==> config.mk <==
export PLATFORM = sky130hd
export DESIGN_NAME = cpu_flat
export DESIGN_NICKNAME = d
export VERILOG_FILES = /design/src/rtl/cpu_if.sv /design/src/rtl/cpu.sv /design/src/flat_wrapper.sv
export SDC_FILE = /design/constraint.sdc
export NUM_CORES = 1
export LEC_CHECK = 0
export CELL_PAD_IN_SITES_DETAIL_PLACEMENT = 1
export CELL_PAD_IN_SITES_GLOBAL_PLACEMENT = 1
export CORE_ASPECT_RATIO = 1.4
export CORE_MARGIN = 8
export CORE_UTILIZATION = 27
export DETAILED_ROUTE_END_ITERATION = 10
export PLACE_DENSITY_LB_ADDON = 0.1
export SLEW_MARGIN = 0
export SYNTH_ARGS = -nofsm -noshare
export SYNTH_HDL_FRONTEND = slang
export SYNTH_SLANG_ARGS = --single-unit
==> constraint.sdc <==
create_clock -name t3 -period 1.8 [get_ports t3]
set_input_delay 0.36 -clock t3 [delete_from_list [all_inputs] [get_ports t3]]
set_output_delay 0.36 -clock t3 [all_outputs]
set_load 0.01 [all_outputs]
==> src/rtl/cpu_if.sv <==
// Signal bundle between the TEC-8 panel/sequencer/datapath and the
// hardwired control unit.
interface cpu_if;
    logic       swa, swb, swc;
    logic [7:4] ir;
    logic       w1, w2, w3;
    logic       c, z;
    logic       drw, pcinc, lpc, lar;
    logic       pcadd, arinc, selctl, memw;
    logic       stop, lir, ldz, ldc, cin;
    logic [3:0] s;
    logic       m, abus, sbus, mbus;
    logic       short_cyc, long_cyc;
    logic       sel0, sel1, sel2, sel3;

    modport master (
        output swa, swb, swc, ir,
        output w1, w2, w3, c, z,
        input  drw, pcinc, lpc, lar,
        input  pcadd, arinc, selctl, memw,
        input  stop, lir, ldz, ldc, cin,
        input  s, m, abus, sbus, mbus,
        input  short_cyc, long_cyc,
        input  sel0, sel1, sel2, sel3
    );

    modport slave (
        input  swa, swb, swc, ir,
        input  w1, w2, w3, c, z,
        output drw, pcinc, lpc, lar,
        output pcadd, arinc, selctl, memw,
        output stop, lir, ldz, ldc, cin,
        output s, m, abus, sbus, mbus,
        output short_cyc, long_cyc,
        output sel0, sel1, sel2, sel3
    );
endinterface

==> src/rtl/cpu.sv <==
// TEC-8 hardwired control unit: console modes plus run-mode
// instruction decode, with a single phase flag st0.
module cpu (
    input logic   t3,
    input logic   clr,
    cpu_if.slave  b
);
    logic       st0;
    logic       set_st0;
    logic [2:0] mode;

    assign mode = {b.swc, b.swb, b.swa};

    always_ff @(negedge t3 or posedge clr) begin
        if (clr)
            st0 <= 1'b0;
        else if (set_st0)
            st0 <= 1'b1;
    end

    always_comb begin
        b.drw       = 1'b0;
        b.pcinc     = 1'b0;
        b.lpc       = 1'b0;
        b.lar       = 1'b0;
        b.pcadd     = 1'b0;
        b.arinc     = 1'b0;
        b.selctl    = 1'b0;
        b.memw      = 1'b0;
        b.stop      = 1'b0;
        b.lir       = 1'b0;
        b.ldz       = 1'b0;
        b.ldc       = 1'b0;
        b.cin       = 1'b0;
        b.s         = 4'b0000;
        b.m         = 1'b0;
        b.abus      = 1'b0;
        b.sbus      = 1'b0;
        b.mbus      = 1'b0;
        b.short_cyc = 1'b0;
        b.long_cyc  = 1'b0;
        b.sel0      = 1'b0;
        b.sel1      = 1'b0;
        b.sel2      = 1'b0;
        b.sel3      = 1'b0;
        set_st0     = 1'b0;

        if (!clr) begin
            unique case (mode)
                3'b001, 3'b010: begin
                    if (b.w1) begin
                        b.stop      = 1'b1;
                        b.short_cyc = 1'b1;
                        b.selctl    = 1'b1;
                        if (!st0) begin
                            b.sbus  = 1'b1;
                            b.lar   = 1'b1;
                            set_st0 = 1'b1;
                        end else if (mode == 3'b001) begin
                            b.sbus  = 1'b1;
                            b.memw  = 1'b1;
                            b.arinc = 1'b1;
                        end else begin
                            b.mbus  = 1'b1;
                            b.arinc = 1'b1;
                        end
                    end
                end

                3'b011: begin
                    if (b.w1 | b.w2) begin
                        b.selctl = 1'b1;
                        b.stop   = 1'b1;
                        b.sel0   = 1'b1;
                    end
                    if (b.w2) begin
                        b.sel3 = 1'b1;
                        b.sel1 = 1'b1;
                    end
                end

                3'b100: begin
                    if (b.w1 | b.w2) begin
                        b.sbus   = 1'b1;
                        b.drw    = 1'b1;
                        b.selctl = 1'b1;
                        b.stop   = 1'b1;
                        b.sel3   = st0;
                    end
                    b.sel2  = b.w2;
                    b.sel1  = (!st0 & b.w1) | (st0 & b.w2);
                    b.sel0  = b.w1;
                    set_st0 = b.w2 & !st0;
                end

                3'b000: begin
                    if (!st0) begin
                        if (b.w1) begin
                            b.sbus = 1'b1;
                            b.lpc  = 1'b1;
                        end
                        if (b.w2) begin
                            b.lir   = 1'b1;
                            b.pcinc = 1'b1;
                            set_st0 = 1'b1;
                        end
                    end else begin
                        // Fetch of the next opcode rides on the last beat
                        case (b.ir)
                            4'b0001: begin
                                if (b.w1) begin
                                    b.s    = b.s | 4'b1001;
                                    b.cin  = 1'b1;
                                    b.abus = 1'b1;
                                    b.drw  = 1'b1;
                                    b.ldz  = 1'b1;
                                    b.ldc  = 1'b1;
                                end
                                if (b.w2) begin
                                    b.lir   = 1'b1;
                                    b.pcinc = 1'b1;
                                end
                            end
                            4'b0010: begin
                                if (b.w1) begin
                                    b.s    = b.s | 4'b0110;
                                    b.abus = 1'b1;
                                    b.drw  = 1'b1;
                                    b.ldz  = 1'b1;
                                    b.ldc  = 1'b1;
                                end
                                if (b.w2) begin
                                    b.lir   = 1'b1;
                                    b.pcinc = 1'b1;
                                end
                            end
                            4'b0011: begin
                                if (b.w1) begin
                                    b.m    = 1'b1;
                                    b.s    = b.s | 4'b1011;
                                    b.abus = 1'b1;
                                    b.drw  = 1'b1;
                                    b.ldz  = 1'b1;
                                end
                                if (b.w2) begin
                                    b.lir   = 1'b1;
                                    b.pcinc = 1'b1;
                                end
                            end
                            4'b0100: begin
                                if (b.w1) begin
                                    b.abus = 1'b1;
                                    b.drw  = 1'b1;
                                    b.ldz  = 1'b1;
                                    b.ldc  = 1'b1;
                                end
                                if (b.w2) begin
                                    b.lir   = 1'b1;
                                    b.pcinc = 1'b1;
                                end
                            end
                            4'b0101: begin
                                if (b.w1) begin
                                    b.m        = 1'b1;
                                    b.s        = b.s | 4'b1010;
                                    b.abus     = 1'b1;
                                    b.lar      = 1'b1;
                                    b.long_cyc = 1'b1;
                                end
                                if (b.w2) begin
                                    b.mbus = 1'b1;
                                    b.drw  = 1'b1;
                                end
                                if (b.w3) begin
                                    b.lir   = 1'b1;
                                    b.pcinc = 1'b1;
                                end
                            end
                            4'b0110: begin
                                if (b.w1) begin
                                    b.m        = 1'b1;
                                    b.s        = b.s | 4'b1111;
                                    b.abus     = 1'b1;
                                    b.lar      = 1'b1;
                                    b.long_cyc = 1'b1;
                                end
                                if (b.w2) begin
                                    b.m    = 1'b1;
                                    b.s    = b.s | 4'b1010;
                                    b.abus = 1'b1;
                                    b.memw = 1'b1;
                                end
                                if (b.w3) begin
                                    b.lir   = 1'b1;
                                    b.pcinc = 1'b1;
                                end
                            end
                            4'b0111, 4'b1000: begin
                                if (b.w1)
                                    b.pcadd = (b.ir == 4'b0111) ? b.c : b.z;
                                if (b.w2) begin
                                    b.lir   = 1'b1;
                                    b.pcinc = 1'b1;
                                end
                            end
                            4'b1001: begin
                                if (b.w1) begin
                                    b.m    = 1'b1;
                                    b.s    = b.s | 4'b1111;
                                    b.abus = 1'b1;
                                    b.lpc  = 1'b1;
                                end
                                if (b.w2) begin
                                    b.lir   = 1'b1;
                                    b.pcinc = 1'b1;
                                end
                            end
                            4'b1110: begin
                                if (b.w1) begin
                                    b.stop      = 1'b1;
                                    b.short_cyc = 1'b1;
                                end
                            end
                            default: begin
                                if (b.w1) begin
                                    b.lir       = 1'b1;
                                    b.pcinc     = 1'b1;
                                    b.short_cyc = 1'b1;
                                end
                            end
                        endcase
                    end
                end

                default: ;
            endcase
        end
    end
endmodule

==> src/flat_wrapper.sv <==
// flat-port wrapper written by rule: the top's interface ports become plain ports
module cpu_flat 
  (t3, clr, b_swa, b_swb, b_swc, b_ir, b_w1, b_w2, b_w3, b_c, b_z, b_drw, b_pcinc, b_lpc, b_lar, b_pcadd, b_arinc, b_selctl, b_memw, b_stop, b_lir, b_ldz, b_ldc, b_cin, b_s, b_m, b_abus, b_sbus, b_mbus, b_short_cyc, b_long_cyc, b_sel0, b_sel1, b_sel2, b_sel3);
  cpu_if b_i ();
  input logic t3;
  input logic clr;
  input wire logic [$bits(b_i.swa)-1:0] b_swa;
  input wire logic [$bits(b_i.swb)-1:0] b_swb;
  input wire logic [$bits(b_i.swc)-1:0] b_swc;
  input wire logic [$bits(b_i.ir)-1:0] b_ir;
  input wire logic [$bits(b_i.w1)-1:0] b_w1;
  input wire logic [$bits(b_i.w2)-1:0] b_w2;
  input wire logic [$bits(b_i.w3)-1:0] b_w3;
  input wire logic [$bits(b_i.c)-1:0] b_c;
  input wire logic [$bits(b_i.z)-1:0] b_z;
  output wire logic [$bits(b_i.drw)-1:0] b_drw;
  output wire logic [$bits(b_i.pcinc)-1:0] b_pcinc;
  output wire logic [$bits(b_i.lpc)-1:0] b_lpc;
  output wire logic [$bits(b_i.lar)-1:0] b_lar;
  output wire logic [$bits(b_i.pcadd)-1:0] b_pcadd;
  output wire logic [$bits(b_i.arinc)-1:0] b_arinc;
  output wire logic [$bits(b_i.selctl)-1:0] b_selctl;
  output wire logic [$bits(b_i.memw)-1:0] b_memw;
  output wire logic [$bits(b_i.stop)-1:0] b_stop;
  output wire logic [$bits(b_i.lir)-1:0] b_lir;
  output wire logic [$bits(b_i.ldz)-1:0] b_ldz;
  output wire logic [$bits(b_i.ldc)-1:0] b_ldc;
  output wire logic [$bits(b_i.cin)-1:0] b_cin;
  output wire logic [$bits(b_i.s)-1:0] b_s;
  output wire logic [$bits(b_i.m)-1:0] b_m;
  output wire logic [$bits(b_i.abus)-1:0] b_abus;
  output wire logic [$bits(b_i.sbus)-1:0] b_sbus;
  output wire logic [$bits(b_i.mbus)-1:0] b_mbus;
  output wire logic [$bits(b_i.short_cyc)-1:0] b_short_cyc;
  output wire logic [$bits(b_i.long_cyc)-1:0] b_long_cyc;
  output wire logic [$bits(b_i.sel0)-1:0] b_sel0;
  output wire logic [$bits(b_i.sel1)-1:0] b_sel1;
  output wire logic [$bits(b_i.sel2)-1:0] b_sel2;
  output wire logic [$bits(b_i.sel3)-1:0] b_sel3;
  assign b_i.swa = b_swa;
  assign b_i.swb = b_swb;
  assign b_i.swc = b_swc;
  assign b_i.ir = b_ir;
  assign b_i.w1 = b_w1;
  assign b_i.w2 = b_w2;
  assign b_i.w3 = b_w3;
  assign b_i.c = b_c;
  assign b_i.z = b_z;
  assign b_drw = b_i.drw;
  assign b_pcinc = b_i.pcinc;
  assign b_lpc = b_i.lpc;
  assign b_lar = b_i.lar;
  assign b_pcadd = b_i.pcadd;
  assign b_arinc = b_i.arinc;
  assign b_selctl = b_i.selctl;
  assign b_memw = b_i.memw;
  assign b_stop = b_i.stop;
  assign b_lir = b_i.lir;
  assign b_ldz = b_i.ldz;
  assign b_ldc = b_i.ldc;
  assign b_cin = b_i.cin;
  assign b_s = b_i.s;
  assign b_m = b_i.m;
  assign b_abus = b_i.abus;
  assign b_sbus = b_i.sbus;
  assign b_mbus = b_i.mbus;
  assign b_short_cyc = b_i.short_cyc;
  assign b_long_cyc = b_i.long_cyc;
  assign b_sel0 = b_i.sel0;
  assign b_sel1 = b_i.sel1;
  assign b_sel2 = b_i.sel2;
  assign b_sel3 = b_i.sel3;
  cpu u_core (.t3(t3), .clr(clr), .b(b_i));
endmodule
==> summary by stage <==
Outcome
The run finished, with violations left. The final reports fail on negative setup slack.

Synthesis
The number of synthesized flops with an enable pin is 0. The number of nets produced by synthesis is 154. Of all flip-flops after synthesis, the portion carrying an async set or reset was 100%. The leading area contributor after synthesis is sky130_fd_sc_hd__a21oi_1.

After synthesis, the cell types taking the most area are sky130_fd_sc_hd__a21oi_1 (7.6%), sky130_fd_sc_hd__nor2_1 (7.5%), sky130_fd_sc_hd__buf_2 (5.8%). The synthesized netlist contains 52 unique library cells. The cell area that synthesis handed to floorplanning was 856 um^2. The number of cells produced by synthesis is 140. The mean instance size in the synthesized netlist is 6.11 um^2. The register area share after synthesis is 2.92%. The most used flip-flop cell after synthesis is sky130_fd_sc_hd__dfrtn_1. The share of the synthesized area in the top cell type is 7.60%. The flop and latch count out of synthesis is 1.

Yosys printed 0 warnings.

Finish
Leaving out fill and tap cells, the most frequent cell in the layout is sky130_fd_sc_hd__buf_4. The number of flip-flops under the largest register name is 1. Summing all multi-input logic gate instances after layout gives 996 um^2.

The filler cell count is 368. The post-route standard cell area excluding fillers is 0.00200 mm^2. The number of nets in the layout is 251. Ranked by flip-flop count, first place goes to u_core.st0. The post-route netlist has 63.8% of its cells at a drive strength greater than 1. The number of antenna diodes in the final layout is 0. The largest registers in the layout are u_core.st0 x1.

The sequential cells in the finished layout cover a total of 25.0 um^2. In the layout the commonest cells are sky130_fd_sc_hd__buf_4 (55), sky130_fd_sc_hd__buf_6 (21), sky130_fd_sc_hd__buf_2 (20), sky130_fd_sc_hd__nor2_1 (12). The synthesis-to-finish area growth is 133%.

Timing
The worst hold slack across all endpoints is 930 ps. The count of pins over their slew limit is 0. The worst pin sits at a relative slew slack of 75.4%.

The clock tree skew after final layout is 0 ps. Setup repair after global routing could not meet its margin everywhere. The hold violation count in the final report is 0. The post-route setup TNS is -16,820 ps. The least setup slack across all paths after layout is -923 ps. Setup violations remaining at the end of the flow were counted as 28. The measured slew at the worst slew-check pin is 367 ps.

Setup path
In this run the worst path has a maximum fanout of 4. The most critical setup path has its startpoint at u_core.st0$_DFFE_NP0P_. At the worst endpoint, the arrival time is 2360 ps. The critical path class is flop to primary output. The standard cell with the maximum stage delay on the critical path is sky130_fd_sc_hd__dfrtn_1.

The instance count on the critical path is 5. The most critical setup path has its endpoint at b_ldz. The capture instance of the worst register-to-register path is u_core.st0$_DFFE_NP0P_. The signal on the critical path passes through and3b_2 -> nand2_2 -> or3_4 -> nor2_1 -> buf_2. The type of destination of the critical path is a primary output. For flop-to-flop paths, the worst setup slack is 520 ps.

The startpoint identified for the worst register-to-register timing path is u_core.st0$_DFFE_NP0P_. STA classifies the critical path startpoint as a flop. Grouping stages by cell kind, the critical path spends the most delay in simple AND/OR/NAND/NOR gates. The number of buffer and inverter stages on the critical path is 1. Measured in cells, the most critical reg-to-reg path has a length of 4. The largest incremental delay on the critical path is 410 ps. Data on the critical path is required at its endpoint by 1440 ps.

Routing
The routed design has 6700 um of wire. The post-route antenna net violation count is 0. The first-pass iteration count of the detailed router is 4.

The number of vias in the routed layout is 1,602. The ratio of routed vias to standard cells is 5.85. After the first detailed-routing iteration, the DRC count stood at 68.

The wire length per cell after detailed routing is 24.5 um. The DRC violation count after routing is 0.

Power and ir drop
Power spread over the standard cell area amounts to 218 mW/mm^2. The static power due to leakage is 0.887 nW. The power consumption is 0.436 mW. VDD sags by at most 0.142 mV.

Place
Detailed placement finished with a half-perimeter wire length of 3660 um. The routability congestion estimate is 0.865. After detailed placement, the total cell area comes to 0.00167 mm^2. Buffers placed on the I/O ports in this run total 40. Timing analysis after detailed placement gives a worst setup slack of -1230 ps.

Flow run
Max-cap violations in this run came to 0.

Floorplan
The height of the die is 82.6 um. The initial utilization of the core area, before any placement, comes to 27.9%. The die is 63.6 um wide. The number of rows in the core area is 24.

The region available for standard cell placement spans 0.00306 mm^2. The area enclosed by the die boundary is 0.00525 mm^2. The number of top-level pins is 41.

Clock network
The clock slew seen by the registers of the worst setup and hold paths is 0 ps. Hold repair after CTS inserted 0 buffers. The clock latency of the later-clocked register in the worst-skew pair is 0 ps.

GRT
The global-route usage over all layers is 21.4%. The total overflow reported by the global router is 0. The via count of the first global-routing pass is 1,710. The initial antenna violation count was 0. Entering global routing, the biggest net connects 14 pins.

The wire length of the first global-routing pass is 8980 um.

Hold path
The tightest min-delay check is of the flop to flop type.
-- tightest hold or removal path, stage by stage (launching register included) --
cell and delay, ps:
sky130_fd_sc_hd__dfrtn_1 410, sky130_fd_sc_hd__buf_4 200, sky130_fd_sc_hd__buf_6 130, sky130_fd_sc_hd__buf_4 110, sky130_fd_sc_hd__a211o_1 130
-- stage by stage --
step	utilization, %	cells
final	65.2	274
after global routing	65.2	274
after CTS	61.3	271
after detailed placement	54.5	249
after global placement	54.5	249
after floorplan	-	140
-- timing repair --
item | 4_1_cts | 5_1_grt
setup buffers | 22 | 4
pin swaps | 13 | 10
setup endpoints to repair | 29 | 29
resized for setup | 160 | 29
gates cloned | 0 | 0
-- synth_stat cells, types with 3 or more instances --
library cell,number
sky130_fd_sc_hd__nand2_1,12
sky130_fd_sc_hd__nor2b_1,3
sky130_fd_sc_hd__nor2_1,17
sky130_fd_sc_hd__nand3_1,5
sky130_fd_sc_hd__inv_1,5
sky130_fd_sc_hd__and3_1,3
sky130_fd_sc_hd__and3b_1,3
sky130_fd_sc_hd__a21oi_1,13
sky130_fd_sc_hd__o21ai_0,6
sky130_fd_sc_hd__buf_2,10
sky130_fd_sc_hd__nand4_1,4
sky130_fd_sc_hd__a31oi_1,3
sky130_fd_sc_hd__xor2_1,3
sky130_fd_sc_hd__nor3_1,3
sky130_fd_sc_hd__a21o_1,3
-- final cells by class --
cell class | instances | share of cell area, %
Multi-Input combinational cell | 118 | 49.9
Timing Repair Buffer | 111 | 45.5
Sequential cell | 1 | 1.25
Inverter | 5 | 0.940
Tap cell | 39 | 2.45
-- kinds of logic after synthesis --
group | count (synthesis) | share of synthesized area (%)
xor gates and xnor gates | 4 | 4.09
DFF | 1 | 2.92
muxes | 2 | 2.49
buffers and inverters | 21 | 12.4
and+or+nand+nor | 69 | 45.3
AOI/OAI and AO/OA | 43 | 32.7
-- power breakdown --
group,total [mW],switching [mW],internal (mW)
sequential,0.0232,0.0000844,0.0231
clock,0,0,0
combinational,0.412,0.214,0.199
-- layer usage --
| layer | GRT usage (%) | up-vias | share of wire [%] |
|---|---|---|---|
| met1 | 18.5 | 803 | 37 |
| met5 | 0 | - | 0 |
| met4 | 13.9 | 0 | 6.1 |
| met2 | 44.7 | 67 | 53 |
| met3 | 3.24 | 30 | 3.5 |
| li1 | - | 702 | - |
-- worst min-delay path by stage --
| stage | startpoint | end | slack [ps] | cells after the start |
|---|---|---|---|---|
| 2_1_floorplan | u_core.st0$_DFFE_NP0P_ | u_core.st0$_DFFE_NP0P_ | 600 | 2 |
| 3_5_place_dp | u_core.st0$_DFFE_NP0P_ | u_core.st0$_DFFE_NP0P_ | 740 | 3 |
| 6_report | u_core.st0$_DFFE_NP0P_ | u_core.st0$_DFFE_NP0P_ | 930 | 4 |
| 5_1_grt | u_core.st0$_DFFE_NP0P_ | u_core.st0$_DFFE_NP0P_ | 940 | 4 |
| 3_3_place_gp | u_core.st0$_DFFE_NP0P_ | u_core.st0$_DFFE_NP0P_ | 710 | 3 |
| 4_1_cts | u_core.st0$_DFFE_NP0P_ | u_core.st0$_DFFE_NP0P_ | 810 | 4 |
Note: power is estimated with default switching activity, not from simulation.
